[src/rtl/hud_pkg.sv]
// Shared types and geometry constants for the lives HUD.
// Geometry is relative to the label's top-left corner.
package hud_pkg;

    typedef enum logic [1:0] {ALIVE, BLINK, OVER} hud_state_t;

    localparam int TEXT_W     = 48;
    localparam int TEXT_H     = 16;
    localparam int ICON_SIZE  = 8;
    localparam int ICON_PITCH = 12;
    localparam int ICON_X_OFF = 52;
    localparam int ICON_Y_OFF = 4;
    localparam int MAX_ICONS  = 7;

endpackage

[src/rtl/lives_fsm.sv]
// Lives counter, post-hit invulnerability blink and game-over flag.
// Counts frames during BLINK; new_game overrides every other event.
module lives_fsm
    import hud_pkg::*;
#(
    parameter int START_LIVES  = 3,
    parameter int BLINK_FRAMES = 64
) (
    input  logic       Clk,
    input  logic       Reset,
    input  logic       frame_start,
    input  logic       player_hit,
    input  logic       new_game,
    output logic [2:0] lives,
    output logic       blinking,
    output logic       game_over
);

    // Counter must have at least 4 bits since bit 3 drives the blink.
    localparam int CW = ($clog2(BLINK_FRAMES) > 4) ? $clog2(BLINK_FRAMES) : 4;
    localparam logic [CW-1:0] CNT_LAST   = CW'(BLINK_FRAMES - 1);
    localparam logic [2:0]    LIVES_INIT = 3'(START_LIVES);

    hud_state_t    state_q, state_d;
    logic [2:0]    lives_q, lives_d;
    logic [CW-1:0] cnt_q, cnt_d;

    always_ff @(posedge Clk or posedge Reset) begin
        if (Reset) begin
            state_q <= ALIVE;
            lives_q <= LIVES_INIT;
            cnt_q   <= '0;
        end else begin
            state_q <= state_d;
            lives_q <= lives_d;
            cnt_q   <= cnt_d;
        end
    end

    always_comb begin
        state_d = state_q;
        lives_d = lives_q;
        cnt_d   = cnt_q;
        if (new_game) begin
            state_d = ALIVE;
            lives_d = LIVES_INIT;
            cnt_d   = '0;
        end else begin
            unique case (state_q)
                ALIVE: begin
                    if (player_hit) begin
                        cnt_d = '0;
                        if (lives_q > 3'd1) begin
                            lives_d = lives_q - 3'd1;
                            state_d = BLINK;
                        end else begin
                            lives_d = 3'd0;
                            state_d = OVER;
                        end
                    end
                end
                BLINK: begin
                    if (frame_start) begin
                        if (cnt_q == CNT_LAST) begin
                            state_d = ALIVE;
                            cnt_d   = '0;
                        end else begin
                            cnt_d = cnt_q + 1'b1;
                        end
                    end
                end
                OVER: begin
                end
                default: begin
                    state_d = ALIVE;
                end
            endcase
        end
    end

    assign lives     = lives_q;
    assign blinking  = (state_q == BLINK) && cnt_q[3];
    assign game_over = (state_q == OVER);

endmodule

[src/rtl/lives_hud.sv]
// Lives HUD: two-stage raster pipeline driving the text map and
// the colour mapper, plus life icons right of the label.
module lives_hud
    import hud_pkg::*;
#(
    parameter int HUD_X0       = 8,
    parameter int HUD_Y0       = 8,
    parameter int START_LIVES  = 3,
    parameter int BLINK_FRAMES = 64
) (
    input  logic       Clk,
    input  logic       Reset,
    input  logic       frame_start,
    input  logic [9:0] DrawX,
    input  logic [9:0] DrawY,
    input  logic       player_hit,
    input  logic       new_game,
    output logic [5:0] text_X,
    output logic [3:0] text_Y,
    input  logic       text_pixel,
    output logic       hud_on,
    output logic       hud_is_icon,
    output logic [2:0] lives,
    output logic       game_over
);

    localparam logic [9:0] LX0 = 10'(HUD_X0);
    localparam logic [9:0] LX1 = 10'(HUD_X0 + TEXT_W);
    localparam logic [9:0] LY0 = 10'(HUD_Y0);
    localparam logic [9:0] LY1 = 10'(HUD_Y0 + TEXT_H);
    localparam logic [9:0] IY0 = 10'(HUD_Y0 + ICON_Y_OFF);
    localparam logic [9:0] IY1 = 10'(HUD_Y0 + ICON_Y_OFF + ICON_SIZE);

    logic [2:0]           lives_w;
    logic                 blinking;
    logic                 in_label;
    logic                 in_icon_row;
    logic [MAX_ICONS-1:0] icon_hit;

    logic [5:0] text_x_q, text_x_d;
    logic [3:0] text_y_q, text_y_d;
    logic       label_q, label_d;
    logic       icon_q, icon_d;
    logic       hud_on_q, hud_on_d;
    logic       is_icon_q, is_icon_d;

    lives_fsm #(
        .START_LIVES (START_LIVES),
        .BLINK_FRAMES(BLINK_FRAMES)
    ) u_fsm (
        .Clk        (Clk),
        .Reset      (Reset),
        .frame_start(frame_start),
        .player_hit (player_hit),
        .new_game   (new_game),
        .lives      (lives_w),
        .blinking   (blinking),
        .game_over  (game_over)
    );

    assign in_label    = (DrawX >= LX0) && (DrawX < LX1) &&
                         (DrawY >= LY0) && (DrawY < LY1);
    assign in_icon_row = (DrawY >= IY0) && (DrawY < IY1);

    for (genvar i = 0; i < MAX_ICONS; i++) begin : g_icon
        localparam int X_LO = HUD_X0 + ICON_X_OFF + ICON_PITCH * i;
        localparam logic [9:0] IX0 = 10'(X_LO);
        localparam logic [9:0] IX1 = 10'(X_LO + ICON_SIZE);
        assign icon_hit[i] = (DrawX >= IX0) && (DrawX < IX1) &&
                             in_icon_row && (3'(i) < lives_w);
    end

    always_comb begin
        text_x_d  = '0;
        text_y_d  = '0;
        label_d   = in_label;
        icon_d    = (|icon_hit) && !blinking;
        if (in_label) begin
            text_x_d = 6'(DrawX - LX0);
            text_y_d = 4'(DrawY - LY0);
        end
        // Stage 2 combines the text map's answer with the stage-1 flags.
        hud_on_d  = (label_q && text_pixel) || icon_q;
        is_icon_d = icon_q;
    end

    always_ff @(posedge Clk or posedge Reset) begin
        if (Reset) begin
            text_x_q  <= '0;
            text_y_q  <= '0;
            label_q   <= 1'b0;
            icon_q    <= 1'b0;
            hud_on_q  <= 1'b0;
            is_icon_q <= 1'b0;
        end else begin
            text_x_q  <= text_x_d;
            text_y_q  <= text_y_d;
            label_q   <= label_d;
            icon_q    <= icon_d;
            hud_on_q  <= hud_on_d;
            is_icon_q <= is_icon_d;
        end
    end

    assign text_X      = text_x_q;
    assign text_Y      = text_y_q;
    assign hud_on      = hud_on_q;
    assign hud_is_icon = is_icon_q;
    assign lives       = lives_w;

endmodule

[config.mk]
export PLATFORM = sky130hd
export DESIGN_NAME = lives_hud
export DESIGN_NICKNAME = d
export VERILOG_FILES = /design/src/rtl/hud_pkg.sv /design/src/rtl/lives_fsm.sv /design/src/rtl/lives_hud.sv
export SDC_FILE = /design/constraint.sdc
export NUM_CORES = 1
export LEC_CHECK = 0
export ABC_AREA = 1
export BUFFER_PORTS_ARGS = -buffer_cell sky130_fd_sc_hd__buf_4
export CAP_MARGIN = 20
export CORE_ASPECT_RATIO = 1.2
export CORE_MARGIN = 4
export CORE_UTILIZATION = 40
export CTS_CLUSTER_SIZE = 14
export DETAILED_ROUTE_END_ITERATION = 6
export GPL_ROUTABILITY_DRIVEN = 0
export PLACE_DENSITY = 0.66
export SLEW_MARGIN = 20
export SYNTH_ARGS = -nofsm -noshare
export SYNTH_HDL_FRONTEND = slang
export SYNTH_HIERARCHICAL = 1
export SYNTH_SLANG_ARGS = --single-unit
[constraint.sdc]
create_clock -name Clk -period 2.13 [get_ports Clk]
set_clock_uncertainty 0.15 [all_clocks]
set_input_delay 0.3195 -clock Clk [delete_from_list [all_inputs] [get_ports Clk]]
set_output_delay 0.3195 -clock Clk [all_outputs]
set_load 0.01 [all_outputs]
After elaboration in Yosys (flattened, before gate mapping)

Index checks and enable logic that the tools add are counted.

Add/subtract/negate cells: 4
Magnitude comparators: 28
Eq/ne operators: 7
Muxes and demuxes: 17
Reduce and logical (&&, ||, !) cells: 38

Operators by type and width:

| kind                  | count |
|---|---|
| $ge A10 B7 Y1 const B | 5 |
| $lt A10 B7 Y1 const B | 5 |
| $ge A10 B4 Y1 const B | 3 |
| $mux W6               | 5 |
| $logic_and A1 B1 Y1   | 28 |
| $lt A10 B5 Y1 const B | 2 |
| $lt A10 B8 Y1 const B | 2 |
| $mux W3               | 4 |
| $pmux W6 S2           | 1 |
| $ge A10 B6 Y1 const B | 1 |
| $ge A10 B8 Y1 const B | 1 |
| $lt A10 B6 Y1 const B | 1 |
| $mux W2               | 5 |
| $lt A3 B3 Y1 const A  | 3 |
| $reduce_or A7 Y1      | 1 |
| $add A6 B1 Y6 const B | 1 |
| $eq A6 B6 Y1 const B  | 1 |
| $lt A1 B3 Y1 const A  | 2 |
| $lt A2 B3 Y1 const A  | 2 |
| $ne A3 B3 Y1 const B  | 2 |
| $pmux W2 S3           | 1 |
| $sub A6 B4 Y6 const B | 1 |
| $mux W4               | 1 |
| $reduce_and A4 Y1     | 1 |
| 14 further kinds      | 15 |

Register bits after elaboration: 25
Input bits: 26
Output and inout bits: 16
Word-level logic and storage cells: 103

Longest topological paths before layout

Gate-level depths: netlist of run 1.

Depth in word-level cells: 6
Gate-level depth with buffers: 11
Mapped depth without buffers: 11

Hierarchy

Netlist of run 1, hierarchy kept.

Modules (own cells, without submodules):

| module    | times used | cells an instance | area each (um2) |
|---|---|---|---|
| lives_hud | 1          | 125               | 864.6 |
| lives_fsm | 1          | 98                | 704.4 |

Worst setup path after synthesis of run 1

OpenSTA, ideal clock, no wires.

Path kind: reg-to-reg
Start point: reg u_fsm.lives_q[1] (netlist: u_fsm/lives[1])
End point: reg u_fsm.state_q[0]
Setup time: 0.065 ns
Data arrival time: 1.231 ns
Required time: 1.915 ns
Slack: 0.684 ns
Stages on the path, launching flop included: 8
Buffers on the path: 0
Period minus slack after synthesis: 1.446 ns
Cells stage by stage: dfstp_2 -> inv_1 -> ha_1 -> nor2_1 -> nor2_1 -> nor2_1 -> nand4_1 -> nand2_1

Word-level cells in the longest chain between the ends: 5

RTL lines:

| item                   | RTL line        | source |
|---|---|---|
| start, declared        | lives_fsm.sv:25 | `logic [2:0] lives_q, lives_d;` |
| start signal, assigned | lives_fsm.sv:35 | `lives_q <= lives_d;` |
| $gt A3 B1 Y1           | lives_fsm.sv:53 | `if (lives_q > 3'd1) begin` |
| $mux W2                | lives_fsm.sv:53 |  |
| $mux W2                | lives_fsm.sv:51 | `if (player_hit) begin` |
| $pmux W2 S3            | lives_fsm.sv:49 | `unique case (state_q)` |
| $mux W2                | lives_fsm.sv:44 | `if (new_game) begin` |
| end signal, assigned   | lives_fsm.sv:34 | `state_q <= state_d;` |
| end, declared          | lives_fsm.sv:24 | `hud_state_t state_q, state_d;` |

Every way passes these cells. The select of a mux whose other input is x is not followed.
A chain may end at the register's enable or synchronous reset.

Final worst setup path of run 1

Start point: reg u_fsm.lives_q[1] (netlist: u_fsm/lives[1])
End point: reg u_fsm.lives_q[1] (netlist: u_fsm/lives[1])

Word-level cells in the longest chain between the ends: 5

RTL lines:

| item                                                 | RTL line |
|---|---|
| $sub A3 B1 Y3 / $gt A3 B1 Y1 (equally long branches) | lives_fsm.sv:54, lives_fsm.sv:53 |
| $mux W3 *                                            | lives_fsm.sv:53 |
| $mux W3 *                                            | lives_fsm.sv:51 |
| $mux W3 *                                            | lives_fsm.sv:49 |
| $mux W3 *                                            | lives_fsm.sv:44 |

Every way passes the cells marked *; elsewhere a longest branch is shown, timed or not. The select of a mux whose other input is x is not followed.

==> qor.csv, run 1 <==
stage,metric,value,unit
min_path,hp-start,DrawY[3],
sta,slew_violations,0,
sta,worstMarginPinSlew,0.489,ns
detailed_routing,initialDrtViolationCount,42,
pwr,seqPwrFrac,44.8,%
detailed_routing,wirelength,3210,µm
critical_path,worstSetupEndpointType,flip-flop,
grt,grt_use_met2,22.7,%
cts,cts_inserted_buffers,3,
critical_path,critPathBufInv,1,
synthesis,ys_seq_elements,25,
synthesis,synth_fp_nets,254,
place,dp.cells,315,
floorplan,start_util,42.5,%
cts,clkTransAtPathRegs,0.09,ns
synthesis,ys_warn_count,6,
critical_path,crit_slowest_cell,dfstp_2,
pwr,max-vdd-ir-drop,0.000290,V
pwr,p_int,812,µW
cts,insertion_delay,0.27,ns
synthesis,ys_types,25,
floorplan,rows,24,
critical_path,critPathMaxStageDelay,0.59,ns
synthesis,ys_seq_area_share,40.0,%
critical_path,crit_type,flip-flop to flip-flop,
sta,setup-tns-final,0,ns
floorplan,core,0.00369,mm²
place,port_buffers,41,
grt,grt_pass1_wl,5600,µm
floorplan,die_y,76.6,µm
grt,antenna_found_initial,0,
sta,slew_headroom,67.4,%
cts,cts_setup_buffers,0,
cts,tritoncts,built,
floorplan,die_w,65.2,µm
run_status,status,"finished, final reports clean",
min_path,min_to,text_Y[3]$_DFF_PP0_,
detailed_routing,first_pass_iters,4,
pwr,pwr-share-comb,31.2,%
grt,busiest_layer,met2,
min_path,min_path_type,primary input to flip-flop,
critical_path,crit_path_max_fanout,7,
critical_path,r2r_cells,5,
sta,min_period,1.58,ns
synthesis,synth_area,0.00157,mm²
finish,area.sequential,628,µm²
critical_path,critical_path_arrival,1.63,ns
synthesis,netlist_instances,223,
pwr,p_per_area,634,mW/mm²
grt,grtUsageMet1,17.4,%
detailed_routing,ant_nets,0,
pwr,switching_share,35.5,%
pwr,switchingPower,448,µW
cts,ctsResizeCount,0,
finish,area_growth,26.6,%
sta,fin_crit_sh,74.0,%
flow_run,maxCapViolCount,0,
critical_path,cp.required,2.18,ns
grt,grt_pass1_vias,1339,
sta,rsz0062_at_grt,no,
critical_path,r2r_slack,0.55,ns
floorplan,ioPinCount,42,
grt,grt_max_degree,17,
sta,hold_viol_final,0,
detailed_routing,wl_per_cell,10.0,µm
cts,htreeDepth,1,
detailed_routing,vias,1446,
cts,clk_path_buf_depth,2,
grt,grt_use_met3,2.80,%
pwr,p_clk_share,24.0,%
critical_path,cp_top_family,flip-flops,
cts,clkSinkCount,25,
finish,drive_above_1_share,25.4,%
grt,overflow,0,
critical_path,start_kind,flip-flop,
finish,multi_input_area,768,µm²
critical_path,reg2reg_to,u_fsm/lives[1]$_DFFE_PP1P_,
critical_path,worst_r2r_startpoint,u_fsm/lives[1]$_DFFE_PP1P_,
sta,finalSetupViolCount,0,
detailed_routing,viasPerCell,4.52,
place,post-dp-hpwl,2590,µm
finish,diodes,0,
detailed_routing,drc,0,
finish,instances_no_fill,320,
pwr,leakage,0.00112,µW
grt,grt_use_total,13.6,%
finish,fillers,382,
synthesis,syn_area_per_cell,7.04,µm²
min_path,hold_depth,2,
sta,fmax,634,MHz
critical_path,cp.depth,5,
floorplan,dieArea,0.00499,mm²
finish,nNetsFinal,300,
critical_path,crit_chain,inv_1 -> ha_1 -> o21ai_0 -> nand3b_1 -> o211ai_1,
cts,cts-root-buf,clkbuf_8,
-- layout make-up --
class / count / share of cell area [%]
Multi-Input combinational cell: 156 / 38.7
Sequential cell: 25 / 31.6
Timing Repair Buffer: 43 / 16.4
Inverter: 40 / 7.56
Tap cell: 52 / 3.27
Clock buffer: 3 / 2.08
Clock inverter: 1 / 0.441
-- cells in the mapped netlist --
library cell   n  share of area (%)
a21o_1         1               0.48
a21oi_1        8                2.6
a31oi_1        1               0.40
buf_6          2                1.4
dfrtp_1       23                 37
dfstp_2        2                3.3
ha_1           5                4.0
inv_1         39                9.3
inv_2          1               0.24
nand2_1       55                 13
nand2_2        3                1.2
nand3_1       18                5.7
nand3_2        1               0.64
nand3b_1       1               0.48
nand4_1        3                1.2
nor2_1        33                7.9
nor2_2        13                5.2
nor2_4         1               0.72
nor3_1         2               0.64
nor3b_2        1               0.80
o211ai_1       2               0.96
o21a_1         1               0.48
o21ai_0        5                1.6
o21ai_1        1               0.32
xnor2_1        1               0.56
-- logic make-up (layout without fill, tap and decap cells) --
logic type / Yosys count / count (layout) / synth area share, %
AND/OR/NAND/NOR: 131 / 131 / 37.6
buffers and inverters: 42 / 87 / 11.0
flip-flops: 25 / 25 / 40.0
AO/OA/AOI/OAI: 19 / 19 / 6.78
adder cells (fa/ha/maj): 5 / 5 / 3.99
XOR/XNOR: 1 / 1 / 0.558
-- per-stage QoR --
step           utilization [%]  power (µW)  instance area [µm²]  worst slack [ns]  hold slack (ns)
2_1_floorplan                -         841                 1570             0.684           0.0205
3_3_place_gp              52.2         967                 1930             0.660            0.215
3_5_place_dp              52.2         969                 1930             0.606            0.211
4_1_cts                   53.8        1270                 1990             0.566           0.0647
5_1_grt                   53.8        1350                 1990             0.410           0.0668
6_report                  53.8        1260                 1990             0.553           0.0683
-- worst max path at each step --
stage / start / end / slack (ns)
global route: u_fsm/lives[1]$_DFFE_PP1P_ / u_fsm/lives[1]$_DFFE_PP1P_ / 0.41
CTS: u_fsm/state_q[1]$_DFFE_PP0P_ / game_over / 0.57
detailed placement: u_fsm/lives[1]$_DFFE_PP1P_ / u_fsm/lives[1]$_DFFE_PP1P_ / 0.61
finish: u_fsm/lives[1]$_DFFE_PP1P_ / u_fsm/lives[1]$_DFFE_PP1P_ / 0.55
floorplan: u_fsm/lives[1]$_DFFE_PP1P_ / u_fsm/state_q[0]$_DFFE_PP0P_ / 0.68
global placement: u_fsm/lives[1]$_DFFE_PP1P_ / u_fsm/lives[1]$_DFFE_PP1P_ / 0.66
-- power groups by stage --
stage | Combinational, µW | Sequential, µW | Clock (µW)
2_1_floorplan | 273 | 568 | 0
3_3_place_gp | 393 | 574 | 0
3_5_place_dp | 395 | 574 | 0
4_1_cts | 397 | 565 | 310
5_1_grt | 456 | 573 | 325
6_report | 394 | 565 | 302
-- state kept, by name, indices dropped and copies added (netlist names) --
name and flops:
hud_is_icon 1, hud_on 1, icon_q 1, label_q 1
text_X 6, text_Y 4, u_fsm/cnt_q 6, u_fsm/lives 3
u_fsm/state_q 2
-- what timing repair did --
item	CTS	global route
hold buffers	1	0
endpoints found under the hold margin	23	0
endpoints found under the setup margin	0	0
-- cell usage in the layout, fill, tap and decap left out, types with 2 or more instances in the layout --
master     n
nor2_2    13
dfstp_2    2
buf_4     42
dfrtp_1   23
inv_1     39
o21ai_0    5
ha_1       5
nand3_1   18
nand4_1    3
nand2_2    3
o211ai_1   2
nor2_1    33
clkbuf_8   3
nand2_1   55
nor3_1     2
a21oi_1    8
-- per-layer routing --
layer	share of wire, %	vias to the layer above
met2	47	37
met5	0	-
met3	6.9	4
li1	-	774
met4	0.90	0
met1	45	631
Power figures use the tool's default switching activity.
==> run 2, diff against run 1 <==
Settings changed: PLACE_DENSITY 0.66 to 0.69.
Clock period 2.13 ns to 1.3 ns, I/O delays scaled along.
==> run 2 against run 1 <==
The run now ends with setup timing left. Combinational power grew to 2.5 times the previous value. Utilization increased by 8.6 points. First-iteration DRC count down 26%. Final cell count grew 8.4%. Global-route usage rose by 2.1 points. Highest routed layer unchanged.
==> qor.csv, run 2 (same netlist as run 1, synthesis figures left out) <==
stage,metric,value,unit,change
pwr,max-vdd-ir-drop,0.000656,V,+130%
sta,hold_viol_final,0,,unchanged
finish,fillers,367,,-3.9%
critical_path,crit_slowest_cell,dfstp_2,,
sta,slew_violations,0,,unchanged
finish,instances_no_fill,347,,+8.4%
cts,cts_inserted_buffers,3,,unchanged
cts,clkSinkCount,25,,unchanged
sta,worstMarginPinSlew,0.494,ns,+0.00529 ns
critical_path,cp.required,0.95,ns,-1.23 ns
sta,fmax,687,MHz,
cts,clkTransAtPathRegs,0.09,ns,about the same
floorplan,start_util,42.5,%,unchanged
critical_path,worstSetupEndpointType,primary output,,
detailed_routing,ant_nets,0,,unchanged
pwr,finalPower,2400,µW,+90%
floorplan,die_w,65.2,µm,unchanged
sta,worst_slack,-0.155,ns,-0.708 ns
finish,nNetsFinal,327,,+9.0%
place,dp.cells,332,,+5.4%
grt,grt_pass1_vias,1576,,+18%
pwr,leakage,0.00126,µW,+13%
critical_path,crit_chain,buf_6 -> buf_6,,
critical_path,crit_path_frequent_cell,buf_6,,
finish,diodes,0,,unchanged
grt,overflow,0,,unchanged
critical_path,critical_path_arrival,1.11,ns,-0.52 ns
detailed_routing,viasPerCell,4.54,,+0.57%
finish,area_growth,46.8,%,
place,port_buffers,41,,unchanged
floorplan,core,0.00369,mm²,unchanged
finish,drive_above_1_share,39.3,%,+14 points
pwr,p_per_area,1040,mW/mm²,+64%
detailed_routing,initialDrtViolationCount,31,,-26%
cts,htreeDepth,1,,unchanged
finish,fin_util,62.4,%,+8.6 points
run_status,violations,setup timing,,
min_path,min_path_type,primary input to flip-flop,,
floorplan,rows,24,,unchanged
floorplan,dieArea,0.00499,mm²,unchanged
finish,final_common_cell,buf_4,,
grt,antenna_found_initial,0,,unchanged
floorplan,die_y,76.6,µm,unchanged
sta,fin_crit_sh,112,%,
sta,slew_headroom,67.0,%,-0.35 points
grt,grt_max_degree,15,,-2
sta,min_period,1.45,ns,
floorplan,ioPinCount,42,,unchanged
cts,clk_path_buf_depth,2,,unchanged
cts,cts-root-buf,clkbuf_8,,
cts,insertion_delay,0.27,ns,about the same
run_status,status,"finished, violations left",,
critical_path,crit_type,flip-flop to primary output,,
critical_path,crit_path_max_fanout,7,,unchanged
grt,grt_pass1_wl,6440,µm,+15%
sta,setup-tns-final,-1.11,ns,-1.11 ns
critical_path,critPathMaxStageDelay,0.64,ns,+0.05 ns
sta,rsz0062_at_grt,yes,,
grt,grt_use_total,15.6,%,+2.1 points
detailed_routing,first_pass_iters,4,,unchanged
critical_path,start_kind,flip-flop,,
cts,tritoncts,built,,
detailed_routing,vias,1577,,+9.1%
place,post-dp-hpwl,2800,µm,+7.9%
detailed_routing,wl_per_cell,10.4,µm,+3.5%
detailed_routing,drc,0,,unchanged
finish,final_cell_mix,"buf_4 (61), nand2_1 (50), inv_1 (36)",,
detailed_routing,wirelength,3610,µm,+12%
sta,finalSetupViolCount,12,,+12
flow_run,maxCapViolCount,0,,unchanged
## run 2: cell count changes in the layout (fill, tap and decap cells not counted), sizes merged
cell         change
buf             +24
dlygate4sd3      +3
clkbuf           +1
inv              -1
## run 2: worst max-delay path: cells and delay by family (launching register included)
family / cells / cell delay [ns]
buf+inv: 2 / 0.21
flops: 1 / 0.64
## run 2: worst paths after layout
kind | end | slack [ns] | startpoint | cells after the start
max | lives[0] | -0.15 | u_fsm/lives[0]$_DFFE_PP1P_ | 2
min | text_Y[0]$_DFF_PP0_ | 0.0006 | DrawY[0] | 3
max reg2reg | u_fsm/state_q[0]$_DFFE_PP0P_ | -0.14 | u_fsm/lives[1]$_DFFE_PP1P_ | 7
min reg2reg | hud_is_icon$_DFF_PP0_ | 0.26 | icon_q$_DFF_PP0_ | 0
max in group asynchronous | label_q$_DFF_PP0_ | 0.30 | Reset | 3
min in group asynchronous | u_fsm/cnt_q[1]$_DFFE_PP0P_ | 0.35 | Reset | 3
## run 2: area by class of cell
class | instances | area (µm²) | area share [%]
Clock buffer | 4 | 45.0 | 1.96
Inverter | 40 | 150 | 6.52
Multi-Input combinational cell | 156 | 858 | 37.3
Sequential cell | 25 | 631 | 27.4
Tap cell | 52 | 65.1 | 2.82
Timing Repair Buffer | 70 | 554 | 24.1
## run 2: metal layers
metal	up-vias	part of all wire [%]	GRT usage, %
met5	-	0	0
met4	0	1.6	5.39
met3	6	4.3	1.47
met2	31	52	29.3
met1	712	42	17.9
li1	828	-	-
## run 2: repair_timing
| item | in CTS | in global routing |
|---|---|---|
| setup endpoints to repair | 16 | 16 |
| gates resized for setup | 20 | 11 |
| setup buffers | 5 | 2 |
| hold buffers | 4 | 0 |
| pin swaps | 10 | 5 |
| endpoints found under the hold margin | 26 | 0 |
## run 2: through the flow
stage,area [µm²],setup slack [ns],hold WS (ns)
after floorplan,1590,-0.0837,-0.104
after CTS,2260,-0.160,0.000794
after global placement,2070,-0.0820,0.0873
after global routing,2300,-0.225,0.00423
after detailed placement,2070,-0.122,0.0878
final,2300,-0.155,0.000607
## run 2: power by group
group	switching [µW]	internal, µW
logic	501	498
clock network	246	219
registers	88.7	846
